<file path="config.mk">
export PLATFORM = sky130hd
export DESIGN_NAME = smi_rx_scheduler
export DESIGN_NICKNAME = d
export VERILOG_FILES = /design/src/rtl/smi_rx_scheduler.sv
export SDC_FILE = /design/constraint.sdc
export NUM_CORES = 1
export LEC_CHECK = 0
export CORE_MARGIN = 5
export CORE_UTILIZATION = 46
export DETAILED_ROUTE_END_ITERATION = 10
export MAX_ROUTING_LAYER = met4
export PLACE_DENSITY = 0.89
export SETUP_SLACK_MARGIN = 0.4
export SLEW_MARGIN = 10
export SYNTH_ARGS = -nofsm -noshare
export SYNTH_HDL_FRONTEND = slang
export SYNTH_SLANG_ARGS = --single-unit
</file>
<file path="constraint.sdc">
create_clock -name i_sys_clk -period 1.9 [get_ports i_sys_clk]
set_input_delay 0.38 -clock i_sys_clk [delete_from_list [all_inputs] [get_ports i_sys_clk]]
set_output_delay 0.38 -clock i_sys_clk [all_outputs]
set_load 0.005 [all_outputs]
</file>
<file path="src/rtl/smi_rx_scheduler.sv">
`timescale 1ns/1ps
`default_nettype none
// +-----------------------------------------------------------------------------+
// | smi_rx_scheduler: round-robin burst reader of the 09/24 RX FIFOs onto the   |
// | SMI byte stream, plus per-channel overflow counters.       Rev 1.0         |
// +-----------------------------------------------------------------------------+
module smi_rx_scheduler #(
    parameter int unsigned BURST_LEN = 4
) (
    input  logic        i_sys_clk,
    input  logic        i_rst_b,
    input  logic [1:0]  i_ch_en,
    output logic        o_fifo_09_pull,
    input  logic [31:0] i_fifo_09_data,
    input  logic        i_fifo_09_empty,
    input  logic        i_fifo_09_full,
    output logic        o_fifo_24_pull,
    input  logic [31:0] i_fifo_24_data,
    input  logic        i_fifo_24_empty,
    input  logic        i_fifo_24_full,
    output logic [7:0]  o_byte,
    output logic        o_byte_valid,
    input  logic        i_byte_ready,
    output logic        o_byte_ch,
    output logic        o_byte_sow,
    output logic [7:0]  o_ovf_cnt_09,
    output logic [7:0]  o_ovf_cnt_24,
    output logic        o_busy
);

    localparam logic [1:0] c_ST_IDLE  = 2'd0;
    localparam logic [1:0] c_ST_PULL  = 2'd1;
    localparam logic [1:0] c_ST_LATCH = 2'd2;
    localparam logic [1:0] c_ST_SHIFT = 2'd3;
    localparam logic [3:0] c_burst_len = 4'(BURST_LEN);

    logic [1:0]  state_q, state_d;
    logic        ch_q, ch_d;
    logic        rr_q, rr_d;
    logic [3:0]  burst_q, burst_d;
    logic [1:0]  idx_q, idx_d;
    logic [31:0] shreg_q, shreg_d;
    logic [1:0]  full_prev_q;
    logic [7:0]  ovf_09_q, ovf_24_q;

    logic [1:0]  w_elig;
    logic [3:0]  w_burst_inc;
    logic [31:0] w_fifo_data;

    assign w_elig      = i_ch_en & ~{i_fifo_24_empty, i_fifo_09_empty};
    assign w_burst_inc = burst_q + 4'd1;
    assign w_fifo_data = ch_q ? i_fifo_24_data : i_fifo_09_data;

    always_ff @(posedge i_sys_clk) begin
        if (!i_rst_b) begin
            state_q <= c_ST_IDLE;
            ch_q    <= 1'b0;
            rr_q    <= 1'b0;
            burst_q <= 4'd0;
            idx_q   <= 2'd0;
            shreg_q <= 32'd0;
        end else begin
            state_q <= state_d;
            ch_q    <= ch_d;
            rr_q    <= rr_d;
            burst_q <= burst_d;
            idx_q   <= idx_d;
            shreg_q <= shreg_d;
        end
    end

    always_comb begin
        state_d = state_q;
        ch_d    = ch_q;
        rr_d    = rr_q;
        burst_d = burst_q;
        idx_d   = idx_q;
        shreg_d = shreg_q;
        case (state_q)
            c_ST_IDLE: begin
                if (w_elig != 2'b00) begin
                    // A lone eligible channel wins outright; a tie goes to the rr pointer.
                    ch_d    = (&w_elig) ? rr_q : w_elig[1];
                    burst_d = 4'd0;
                    state_d = c_ST_PULL;
                end
            end
            c_ST_PULL: begin
                state_d = w_elig[ch_q] ? c_ST_LATCH : c_ST_IDLE;
            end
            c_ST_LATCH: begin
                shreg_d = w_fifo_data;
                idx_d   = 2'd0;
                state_d = c_ST_SHIFT;
            end
            c_ST_SHIFT: begin
                if (i_byte_ready) begin
                    idx_d = idx_q + 2'd1;
                    if (idx_q == 2'd3) begin
                        burst_d = w_burst_inc;
                        if ((w_burst_inc < c_burst_len) && w_elig[ch_q]) begin
                            state_d = c_ST_PULL;
                        end else begin
                            rr_d    = ~ch_q;
                            state_d = c_ST_IDLE;
                        end
                    end
                end
            end
            default: state_d = c_ST_IDLE;
        endcase
    end

    always_comb begin
        o_fifo_09_pull = 1'b0;
        o_fifo_24_pull = 1'b0;
        o_byte_valid   = 1'b0;
        o_byte_sow     = 1'b0;
        o_byte         = 8'h00;
        case (state_q)
            c_ST_PULL: begin
                o_fifo_09_pull = ~ch_q & w_elig[0];
                o_fifo_24_pull =  ch_q & w_elig[1];
            end
            c_ST_SHIFT: begin
                o_byte_valid = 1'b1;
                o_byte_sow   = (idx_q == 2'd0);
                case (idx_q)
                    2'd0:    o_byte = shreg_q[31:24];
                    2'd1:    o_byte = shreg_q[23:16];
                    2'd2:    o_byte = shreg_q[15:8];
                    default: o_byte = shreg_q[7:0];
                endcase
            end
            default: ;
        endcase
    end

    assign o_byte_ch = ch_q;
    assign o_busy    = (state_q != c_ST_IDLE);

    // Overflow counters run on full rising edges, independent of the scheduler.
    always_ff @(posedge i_sys_clk) begin
        if (!i_rst_b) begin
            full_prev_q <= 2'b00;
            ovf_09_q    <= 8'd0;
            ovf_24_q    <= 8'd0;
        end else begin
            full_prev_q <= {i_fifo_24_full, i_fifo_09_full};
            if (i_fifo_09_full && !full_prev_q[0] && i_ch_en[0] && (ovf_09_q != 8'hFF)) begin
                ovf_09_q <= ovf_09_q + 8'd1;
            end
            if (i_fifo_24_full && !full_prev_q[1] && i_ch_en[1] && (ovf_24_q != 8'hFF)) begin
                ovf_24_q <= ovf_24_q + 8'd1;
            end
        end
    end

    assign o_ovf_cnt_09 = ovf_09_q;
    assign o_ovf_cnt_24 = ovf_24_q;

endmodule
`default_nettype wire

</file>
==> results_dict.tcl <==
set metrics [dict create \
    die_area_mm2 0.008546 \
    hold_viol 0 \
    final_area_mm2 0.004928 \
    criticalPathCategory "reg -> out" \
    setup_viol_count_final 8 \
    ys_warn_count 0 \
    most-common-layout-cells "65 x clkdlybuf4s50_1, 44 x nand2_1, 40 x dfxtp_1, 33 x mux2i_1, 32 x o211a_1" \
    path_buf_inv 2 \
    grt_pass1_vias 3081 \
    clock_latency_ps 350 \
    postCtsHoldBufs 0 \
    final_net_count 550 \
    grt_usage_pct 21.97 \
    worstPathRequired_ps 1520 \
    grtUsageMet3_pct 4.143 \
    multiInputGateArea_mm2 0.001972 \
    drt_first_pass_iters 5 \
    viasPerCell 5.598 \
    dp_slack_ps -264.5 \
    cap_violations 0 \
    wire_per_inst_um 16.77 \
    fmax_mhz 464.9 \
    num_rows 30 \
    antenna_found_initial 0 \
    syn_area_mm2 0.003127 \
    arrival_ps 1770 \
    critPathCaptureType "output port" \
    cts.sinks 60 \
    ir_drop_mv 0.3659 \
    crit_chain "inv_4 -> ha_4 -> a222oi_1 -> nor2_1 -> a21oi_1 -> nor2_1 -> buf_2" \
    regArea_mm2 0.001251 \
    clk_pin_slew_ps 70 \
    finalWorstSetupSlack_ps -250.9 \
    drtIter0Drc 203 \
    status "finished, violations left" \
    portBuffers 102 \
    syn_to_final_growth_pct 57.62 \
    grt_use_met1_pct 24.16 \
    syn_inst 342 \
    ys_seq_area_share_pct 38.42 \
    rsz0062_at_grt "yes" \
    die_x_um 92.45 \
    start_kind "flop" \
    totalWireLength_um 9308 \
    n_antenna_cell 0 \
    tritoncts "done" \
    synth-edff-count 0 \
    use_met2_pct 38.91 \
    io_pins 103 \
    fp.dieH_um 92.45 \
    crit_slowest_cell "a222oi_1" \
    maxSlewViolCount 0 \
    cts-root-buf "clkbuf_8" \
    cpMostUsedCell "nor2_1" \
    synthFlopType "dfxtp_1" \
    grt_max_degree 65 \
    ant_nets 0 \
    cp_max_fo 8 \
    synth.avg_cell_area_um2 9.143 \
    cp_top_family "compound AO/OA/AOI/OAI gates" \
    hold_class "in -> reg" \
    period_share_pct 113.2 \
    synth_nets 422 \
    drc_errors 0 \
    vias 3107 \
    slew_headroom_pct 69.62 \
    core_mm2 0.006719 \
    grt_pass1_wl_um 14680 \
    hold_ws_ps 278.0 \
    yosysUniqueCellTypes 43 \
    clk_path_buf_depth 2 \
    max_stage_delay_ps 400 \
    placed_cell_area_mm2 0.004348 \
    drive_above_1_share_pct 25.89 \
    async_flop_share_pct 0 \
    fin_worst_skew_ps 5.331 \
    finalCriticalPeriod_ps 2151 \
    cts_made_buffers 9 \
    gp_congestion 0.8433 \
    n_fill_cell 471 \
    powerDensity_mw_per_mm2 638.2 \
    post-dp-hpwl_um 5913 \
    worst_slew_pin_slew_ps 451.0 \
    violations "negative setup slack" \
    ys_ff_latch 60 \
    htree_levels 3 \
    globalRoute.busiestLayer "met2" \
    layout_commonest_cell "clkdlybuf4s50_1" \
    start_util_pct 46.54 \
    power_leakage_uw 0.002368 \
    grt-ovfl-total 0 \
]
[stage by stage]
stage          util, %  instances  total power (uW)  TNS (ps)
4_1_cts          71.51        550              3123     -1474
2_1_floorplan        -        342              1542         0
3_5_place_dp     64.71        517              1770     -2212
5_1_grt          73.35        555              3262     -2328
6_report         73.35        555              3145     -1556
3_3_place_gp     64.71        517              1759     -1563
[path summary, 6_finish.rpt]
| check | startpoint | cells after the start | endpoint | slack, ps |
|---|---|---|---|---|
| max | idx_q[0] | 7 | o_byte[1] | -250 |
| min | i_fifo_24_full | 2 | full_prev_q[1] | 280 |
| max reg2reg | idx_q[0] | 8 | burst_q[2] | 20 |
| min reg2reg | rr_q | 2 | rr_q | 490 |
[power by group]
group          switching, uW  internal, uW
registers               31.2          1290
clock network            505           868
logic                    171           283
total                    707          2440
[flip-flops by register name, summed over array words and instances, names as in the netlist, named ones only]
signal        flops
burst_q           4
o_byte_ch         1
state_q           1
o_ovf_cnt_24      8
shreg_q          32
full_prev_q       2
rr_q              1
o_ovf_cnt_09      8
idx_q             2
[synthesized netlist by cell type (5+ instances only)]
cell type	count	share of area [%]
o21ai_0	8	1.3
mux2i_1	33	11
and3_1	7	1.4
dfxtp_1	60	38
nor2b_1	6	1.2
xor2_1	5	1.4
xnor2_1	7	2.0
o211a_1	32	10
buf_2	6	0.96
clkbuf_1	12	1.4
nand2_1	45	5.4
buf_1	6	0.72
and2_1	11	2.2
a21oi_1	12	1.9
nand3_1	7	1.1
nand4_1	6	1.2
nor2_1	22	2.6
a222oi_1	8	2.6
ha_1	7	2.8
[per-layer routing]
| layer | part of all wire (%) | wire length (um) |
|---|---|---|
| met2 | 52 | 4815 |
| met3 | 7.4 | 690 |
| met5 | 0 | 0 |
| met4 | 2.0 | 187 |
| met1 | 39 | 3614 |
[area by class of cell]
class                      count  area share (%)
multi-input combinational    251           40.01
timing repair buffer         143           27.29
sequential                    60           25.39
clock buffer                  11           2.666
clock inverter                 5           2.031
tap                           80           2.031
inverter                       5          0.5839
[logic make-up after synthesis]
kind of cell / after synthesis / synth area share [%]
AND/OR/NAND/NOR: 123 / 20.53
AO/OA/AOI/OAI: 76 / 20.01
flip-flops: 60 / 38.42
multiplexers: 33 / 10.56
buffers and inverters: 31 / 4.321
XOR/XNOR: 12 / 3.361
adder cells (fa/ha/maj): 7 / 2.801
[what timing repair did]
| action | CTS | global route |
|---|---|---|
| gates resized for setup | 128 | 21 |
| setup buffers | 16 | 5 |
| cloned | 1 | 0 |
| pin swaps | 28 | 23 |
| endpoints found under the setup margin | 39 | 26 |
Note: power is estimated with default switching activity, not from simulation.
